### src/rtl/mem_bus_arbiter_pkg.sv
// Shared types and constants for the instruction/data memory bus arbiter.
// Also holds the memory map seen by the core.
package mem_bus_arbiter_pkg;

  typedef enum logic [1:0] {
    ST_IDLE   = 2'd0,
    ST_ACCESS = 2'd1,
    ST_RESP   = 2'd2
  } state_t;

  localparam logic [2:0] WE_NONE = 3'b000;
  localparam logic [2:0] WE_WORD = 3'b001;
  localparam logic [2:0] WE_HALF = 3'b010;
  localparam logic [2:0] WE_BYTE = 3'b100;

  localparam logic [31:0] ROM_BASE = 32'h0000_0000;
  localparam logic [31:0] RAM_BASE = 32'h1000_0000;
  localparam logic [31:0] IO_BASE  = 32'h2000_0000;

  // Wait counter and streak counter share this width (both parameters are 1..15).
  localparam int unsigned CNT_W = 4;

endpackage

### src/rtl/mem_bus_arbiter_priority.sv
// Grant decision between the fetch and load/store ports, plus the next
// value of the consecutive-data-grant streak counter.
module arb_priority
  import mem_bus_arbiter_pkg::*;
#(
  parameter int unsigned MAX_D_STREAK = 4
) (
  input  logic             i_req,
  input  logic             d_req,
  input  logic [CNT_W-1:0] streak,
  output logic             grant_i,
  output logic             grant_d,
  output logic [CNT_W-1:0] streak_next
);

  localparam logic [CNT_W-1:0] STREAK_MAX = CNT_W'(MAX_D_STREAK);

  always_comb begin
    // Data wins unless a fetch has been starved for STREAK_MAX data grants.
    grant_i     = i_req && (!d_req || (streak == STREAK_MAX));
    grant_d     = d_req && !grant_i;
    streak_next = streak;
    if (grant_i) begin
      streak_next = '0;
    end else if (grant_d) begin
      if (!i_req) begin
        streak_next = '0;
      end else if (streak < STREAK_MAX) begin
        streak_next = streak + CNT_W'(1);
      end
    end
  end

endmodule

### src/rtl/mem_bus_arbiter.sv
// Shares the single-ported memory subsystem between the instruction-fetch and
// load/store ports: grant, WAIT_CYCLES access window, one-cycle ack.
module mem_bus_arbiter
  import mem_bus_arbiter_pkg::*;
#(
  parameter int unsigned WAIT_CYCLES  = 1,
  parameter int unsigned MAX_D_STREAK = 4
) (
  input  logic        clk,
  input  logic        rst_n,
  input  logic        i_req,
  input  logic [31:0] i_addr,
  output logic        i_ack,
  output logic [31:0] i_rdata,
  input  logic        d_req,
  input  logic [31:0] d_addr,
  input  logic [2:0]  d_we,
  input  logic [31:0] d_wdata,
  output logic        d_ack,
  output logic [31:0] d_rdata,
  output logic [31:0] m_addr,
  output logic [2:0]  m_we,
  output logic [31:0] m_wdata,
  input  logic [31:0] m_rdata,
  output logic        busy
);

  localparam logic [CNT_W-1:0] WAIT_LOAD = CNT_W'(WAIT_CYCLES - 1);

  state_t           state;
  logic             owner_d;
  logic [CNT_W-1:0] cnt;
  logic [CNT_W-1:0] streak;
  logic [CNT_W-1:0] streak_next;
  logic [2:0]       we_lat;
  logic             grant_i;
  logic             grant_d;

  arb_priority #(
    .MAX_D_STREAK(MAX_D_STREAK)
  ) u_arb (
    .i_req      (i_req),
    .d_req      (d_req),
    .streak     (streak),
    .grant_i    (grant_i),
    .grant_d    (grant_d),
    .streak_next(streak_next)
  );

  always_ff @(posedge clk or negedge rst_n) begin
    if (!rst_n) begin
      state   <= ST_IDLE;
      owner_d <= 1'b0;
      cnt     <= '0;
      streak  <= '0;
      we_lat  <= WE_NONE;
      i_ack   <= 1'b0;
      d_ack   <= 1'b0;
      i_rdata <= '0;
      d_rdata <= '0;
      m_addr  <= '0;
      m_we    <= WE_NONE;
      m_wdata <= '0;
      busy    <= 1'b0;
    end else begin
      i_ack <= 1'b0;
      d_ack <= 1'b0;
      case (state)
        ST_IDLE: begin
          if (grant_i || grant_d) begin
            state   <= ST_ACCESS;
            busy    <= 1'b1;
            owner_d <= grant_d;
            streak  <= streak_next;
            cnt     <= WAIT_LOAD;
            if (grant_d) begin
              m_addr  <= d_addr;
              m_wdata <= d_wdata;
              we_lat  <= d_we;
              m_we    <= (WAIT_LOAD == '0) ? d_we : WE_NONE;
            end else begin
              m_addr  <= i_addr;
              we_lat  <= WE_NONE;
              m_we    <= WE_NONE;
            end
          end
        end
        ST_ACCESS: begin
          if (cnt == '0) begin
            state <= ST_RESP;
            m_we  <= WE_NONE;
            if (owner_d) begin
              d_rdata <= m_rdata;
              d_ack   <= 1'b1;
            end else begin
              i_rdata <= m_rdata;
              i_ack   <= 1'b1;
            end
          end else begin
            cnt  <= cnt - CNT_W'(1);
            // m_we is registered, so it is raised one edge ahead of the cnt==0 cycle.
            m_we <= (cnt == CNT_W'(1)) ? we_lat : WE_NONE;
          end
        end
        ST_RESP: begin
          state <= ST_IDLE;
          busy  <= 1'b0;
          m_we  <= WE_NONE;
        end
        default: begin
          state <= ST_IDLE;
          busy  <= 1'b0;
          m_we  <= WE_NONE;
        end
      endcase
    end
  end

endmodule

### config.mk
export PLATFORM = sky130hd
export DESIGN_NAME = mem_bus_arbiter
export DESIGN_NICKNAME = d
export VERILOG_FILES = /design/src/rtl/mem_bus_arbiter_pkg.sv /design/src/rtl/mem_bus_arbiter_priority.sv /design/src/rtl/mem_bus_arbiter.sv
export SDC_FILE = /design/constraint.sdc
export NUM_CORES = 1
export LEC_CHECK = 0
export CORE_MARGIN = 1.5
export CORE_UTILIZATION = 35
export CTS_CLUSTER_SIZE = 12
export DETAILED_ROUTE_END_ITERATION = 10
export GPL_TIMING_DRIVEN = 0
export PLACE_DENSITY = 0.66
export SYNTH_ARGS = -nofsm -noshare
export SYNTH_HDL_FRONTEND = slang
export SYNTH_SLANG_ARGS = --single-unit
### constraint.sdc
create_clock -name clk -period 3.16 [get_ports clk]
set_input_delay 0.632 -clock clk [delete_from_list [all_inputs] [get_ports clk]]
set_output_delay 0.632 -clock clk [all_outputs]
set_load 0.01 [all_outputs]
### Yosys cells after proc, flatten, opt, wreduce, memory -nomap -nowiden

Index checks and enable logic that the tools add are counted.

* flip-flop bits (word level): 148

* bitwise operators: 2
* order comparisons: 1
* multiplexer cells: 24
* equality and inequality tests: 7
* reduce and logical (&&, ||, !) cells: 18
* add/subtract/negate cells: 2

Operators with widths (number)
* $mux 32: 1
* $mux 4: 6
* $mux 3: 4
* $reduce_and 3->1: 4
* $pmux 4 s2: 1
* $mux 1: 7
* $ne 2x2->1 const B: 3
* $pmux 3 s2: 1
* $reduce_and 2->1: 3
* $add 4x1->4 const B: 1
* $eq 4x1->1 const B: 1
* $eq 4x3->1 const B: 1
* $logic_not 4->1: 1
* $lt 4x3->1 const B: 1
* $mux 2: 2
* $pmux 2 s2: 1
* $reduce_and 4->1: 1
* $reduce_bool 2->1: 2
* $sub 4x1->4 const B: 1
* $ne 3x1->1 const B: 1
* $eq 2x1->1 const B: 1
* $logic_and 1x1->1: 2
* $logic_not 1->1: 2
* $logic_not 2->1: 1
* other kinds (3): 5

### Longest topological paths before layout

* depth after elaboration: 8
* depth in mapped cells: 8
* mapped depth without buffers: 6

### Hierarchy

Synthesis repeated with hierarchy kept, for this count alone.

* cell total of the unflattened synthesis: 441
* area, all modules: 6218.5 µm²

By module, submodules not included
* mem_bus_arbiter: area an instance 6077.1 µm², seq. area each 3703.6 µm², times used 1, cells an instance 421
* arb_priority: area an instance 141.4 µm², seq. area each 0.0 µm², times used 1, cells an instance 20

### Worst setup path before layout

Ideal clock, no wire load.

* kind: flip-flop to flip-flop
* start point: register cnt[0]
* end point: register i_rdata[0]
* slack: 1.339 ns
* data arrival time: 1.696 ns
* stages on the path, launching flop included: 7
* library setup time: 0.125 ns
* cell sequence: dfrtp_1 inv_1 ha_1 nand2b_1 nor4_4 buf_6 mux2_2

* word-level cells in the longest chain between the ends: 2

RTL lines
* from (decl): line mem_bus_arbiter.sv:32 `logic [CNT_W-1:0] cnt;`
* from (signal assigned): line mem_bus_arbiter.sv:100 `cnt <= cnt - CNT_W'(1);`
* $logic_not 4->1: line mem_bus_arbiter.sv:89 `if (cnt == '0) begin`
* $reduce_and 3->1 (no source line)
* to (signal assigned): line mem_bus_arbiter.sv:96 `i_rdata <= m_rdata;`
* to (decl): line mem_bus_arbiter.sv:14 `output logic [31:0] i_rdata,`

No other way between the ends.
A chain may end at the register's enable or synchronous reset.

### Final worst setup path

* start point: input port i_req
* end point: register m_wdata[28]

* word-level cells in the longest chain between the ends: 5

RTL lines
* from (decl): line mem_bus_arbiter.sv:11 `input logic i_req,`
* $logic_and 1x1->1 (*): line mem_bus_arbiter_priority.sv:20 `grant_i = i_req && (!d_req || (streak == STREAK_MAX));`
* $logic_not 1->1: line mem_bus_arbiter_priority.sv:21 `grant_d = d_req && !grant_i;`
* $logic_and 1x1->1: line mem_bus_arbiter_priority.sv:21
* $logic_or 1x1->1: line mem_bus_arbiter.sv:70 `if (grant_i || grant_d) begin`
* $reduce_and 3->1 (no source line) (*)
* to (signal assigned): line mem_bus_arbiter.sv:78 `m_wdata <= d_wdata;`
* to (decl): line mem_bus_arbiter.sv:23 `output logic [31:0] m_wdata,`

Every way passes the cells marked *; elsewhere a longest branch is shown, timed or not.

==> flow_summary.yaml <==
setup_path:
  critPathMaxStageDelay_ns: 0.51
  critPathCaptureType: "register"
  crit_path_launch_type: "primary input"
  cp_data_arrival_time_ns: 2.53
  timing.critical_path.fanout_max: 10
  worstPathRequired_ns: 3.46
  critical_path.reg2reg.endpoint: "m_wdata[28]"
  timing.reg2reg.setup_slack_ns: 1.05
  cp-startpoint: "i_req"
  timing.critical_path.to: "m_wdata[28]"
  worst_path_max_delay_cell: "sky130_fd_sc_hd__clkdlybuf4s50_1"
  reg2reg_depth: 7
  crit_path_cell_trace: "clkdlybuf4s50_1, nand4b_1, nand2_1, nor3_4, buf_4, mux2_2"
  reg2reg_from: "streak[0]"
  worst-setup-path-type: "in -> reg"
cts:
  tritoncts_num_sinks: 148
  clkTransAtPathRegs_ns: 0.06
  clk_path_buf_depth: 2
  cts_tree: "built"
  cts_inserted_buffers: 17
  cts-hold-fix-buffers: 0
  ctsRootBufferMaster: "sky130_fd_sc_hd__clkbuf_16"
  post-cts-setup-buffers: 0
  htree_levels: 4
  cts-resized-gates: 0
  clock_latency_ns: 0.41
final_layout:
  final_area_mm2: 0.00956
  final_layout_net_count: 886
  antennaDiodeCount: 0
  most_common_library_cell_in_the_layout_ignoring_fill_and_taps: "sky130_fd_sc_hd__clkdlybuf4s50_1"
  drive_gt1_share_pct: 19.3
  commonest_cells_after_routing_fill_and_taps_aside: "267 x sky130_fd_sc_hd__clkdlybuf4s50_1, 148 x sky130_fd_sc_hd__dfrtp_1, 95 x sky130_fd_sc_hd__mux2_2, 66 x sky130_fd_sc_hd__a21oi_1"
  layout_overhead_on_the_synthesized_area_pct: 60.7
  finish.utilization_pct: 57.6
grt:
  grt_pass1_wl_um: 25000
  pin_count_of_the_biggest_net_entering_global_routing: 87
  grt_antenna_before_repair: 0
  grt_pass1_vias: 4882
  globalRouteTotalUtil_pct: 18.0
  gr-total-overflow: 0
logic_synthesis:
  synth.lib_cells_used.distinct: 33
  synth.cell_area_mm2: 0.00595
  synth-seq-cells: 148
  ys_top_cells_by_area: "sky130_fd_sc_hd__dfrtp_1 62%, sky130_fd_sc_hd__mux2_2 18%, sky130_fd_sc_hd__a21oi_1 5.6%"
  synth.largest_area_cell: "sky130_fd_sc_hd__dfrtp_1"
  synth_sequential_area_ratio_pct: 62.3
  post_synth.cell_area_avg_um2: 13.0
  synthesis.instances: 459
  synth_top_cell_area_share_pct: 62.3
  yosys_warnings: 0
  syn_nets: 598
floorplanning:
  die_height_um: 133
  core_area_mm2: 0.0166
  die_outline_area_mm2: 0.0178
  core.rowCount: 47
  boundary_pin_count: 269
  die-width_um: 133
  starting_density_of_the_core_pct: 35.9
flow_run:
  drv.max_cap_violation_count: 0
timing:
  rsz0062_at_grt: "no"
  setup_viol_count_final: 0
  whs_ns: 0.212
  worst_slew_pin_tran_ns: 0.588
  clock.fmax_mhz: 447
  final.setup.worst_slack_ns: 0.924
  timing.max_slew.rel_slack_pct: 60.8
  hold_violations: 0
  slew_viol_final: 0
  skew_ns: 0.00587
  finalWorstPathRequiredPeriod_ns: 2.24
  period_share_pct: 70.7
drt:
  drt_pre_antenna_iters: 4
  avgViaCountPerCell: 4.74
  antenna_violating_nets_remaining: 0
  detailroute.via_count: 4646
  detail_route.wirelength_um: 16000
  route.detailed.drc: 0
  routed_wirelength_normalized_by_instance_count_um: 16.3
  drt_iter0_drc: 163
placed_design:
  post-place-ws_ns: 0.524
  detailed_place.area_mm2: 0.00893
  detailed_place_hpwl_um: 12000
  port_buffers: 268
  rd_place_congestion: 0.817
power_and_ir_drop:
  report.power.total_mw: 10.0
  p_leak_nw: 4.02
  power_per_cell_area_mw_per_mm2: 1050
  power.ir.vdd_worst_uv: 687
worst_hold_path:
  hp-class: "in -> async"
run_status:
  outcome: "finished clean"
flip-flops by register name, indices dropped and copies added (netlist names):
register and count:
d_rdata 32, busy 1, m_wdata 32, state 2
d_ack 1, i_ack 1, streak 4, m_addr 32
we_lat 3, m_we 3, i_rdata 32, owner_d 1
cnt 4
worst max-delay path, delay by kind of cell:
family        cells  cell delay [ns]
simple gates      3             0.75
buf+inv           2             0.78
mux               1             0.35
layer usage:
layer,GRT usage (%),share of wire [%],vias to the layer above
li1,-,-,2175
met5,0,0,-
met3,5.97,6.9,21
met4,6.76,2.4,0
met2,31.6,52,170
met1,20.4,39,2280
report_power, final:
| group | switching, mW | total (mW) | internal, mW |
|---|---|---|---|
| registers | 0.510 | 3.36 | 2.85 |
| clock network | 0.845 | 2.11 | 1.27 |
| logic | 1.87 | 4.53 | 2.66 |
| total | 3.23 | 10.0 | 6.78 |
cells in the mapped netlist:
cell type                  number
sky130_fd_sc_hd__a21boi_0       1
sky130_fd_sc_hd__a21o_1         4
sky130_fd_sc_hd__a21oi_1       66
sky130_fd_sc_hd__a221o_1        3
sky130_fd_sc_hd__a22o_1         2
sky130_fd_sc_hd__and2_1         1
sky130_fd_sc_hd__and3_1         3
sky130_fd_sc_hd__buf_2          4
sky130_fd_sc_hd__buf_4          3
sky130_fd_sc_hd__buf_6          7
sky130_fd_sc_hd__clkbuf_1      12
sky130_fd_sc_hd__dfrtp_1      148
sky130_fd_sc_hd__ha_1           4
sky130_fd_sc_hd__inv_1          8
sky130_fd_sc_hd__mux2_1         3
sky130_fd_sc_hd__mux2_2        95
sky130_fd_sc_hd__nand2_1       36
sky130_fd_sc_hd__nand2_4        1
sky130_fd_sc_hd__nand2b_1       2
sky130_fd_sc_hd__nand3_1        1
sky130_fd_sc_hd__nand4b_1       1
sky130_fd_sc_hd__nor2_1        36
sky130_fd_sc_hd__nor3_1         1
sky130_fd_sc_hd__nor3_4         2
sky130_fd_sc_hd__nor4_1         2
sky130_fd_sc_hd__nor4_4         1
sky130_fd_sc_hd__o211ai_1       1
sky130_fd_sc_hd__o21a_1         1
sky130_fd_sc_hd__o21ai_0        5
sky130_fd_sc_hd__o21ai_1        1
sky130_fd_sc_hd__o21bai_1       1
sky130_fd_sc_hd__o31ai_1        1
sky130_fd_sc_hd__or3_1          2
final cells by class:
type                    count  area (um^2)
repair buffers            269         2710
plain buffers              26          166
clock buffers              17          425
flip-flops and latches    148         3700
multi-input cells         277         2050
inverters                   8         30.0
well taps                 220          275
fillers                  1354         7030
clock inverters            15          198
worst min path at each step:
stage	endpoint	slack (ns)	depth (start not counted)
floorplan	busy	0.34	0
global placement	we_lat[1]	0.46	1
detailed placement	m_wdata[29]	0.48	1
CTS	i_rdata[24]	0.21	1
global route	m_wdata[15]	0.24	1
finish	i_rdata[28]	0.21	1
per-stage QoR:
stage	cells	setup TNS (ns)
6_report	980	0
3_5_place_dp	948	0
3_3_place_gp	947	-639.96
4_1_cts	980	0
5_1_grt	980	0
2_1_floorplan	459	0
logic make-up (layout without fill, tap and decap cells):
family	Yosys count	count (layout)	share of synthesized area [%]
compound gates	86	86	8.00
buf+inv	34	335	3.30
simple gates	89	89	7.01
fa+ha+maj	4	4	0.842
mux	98	98	18.6
flops	148	148	62.3
No activity file was read; power rests on OpenSTA's default activity.
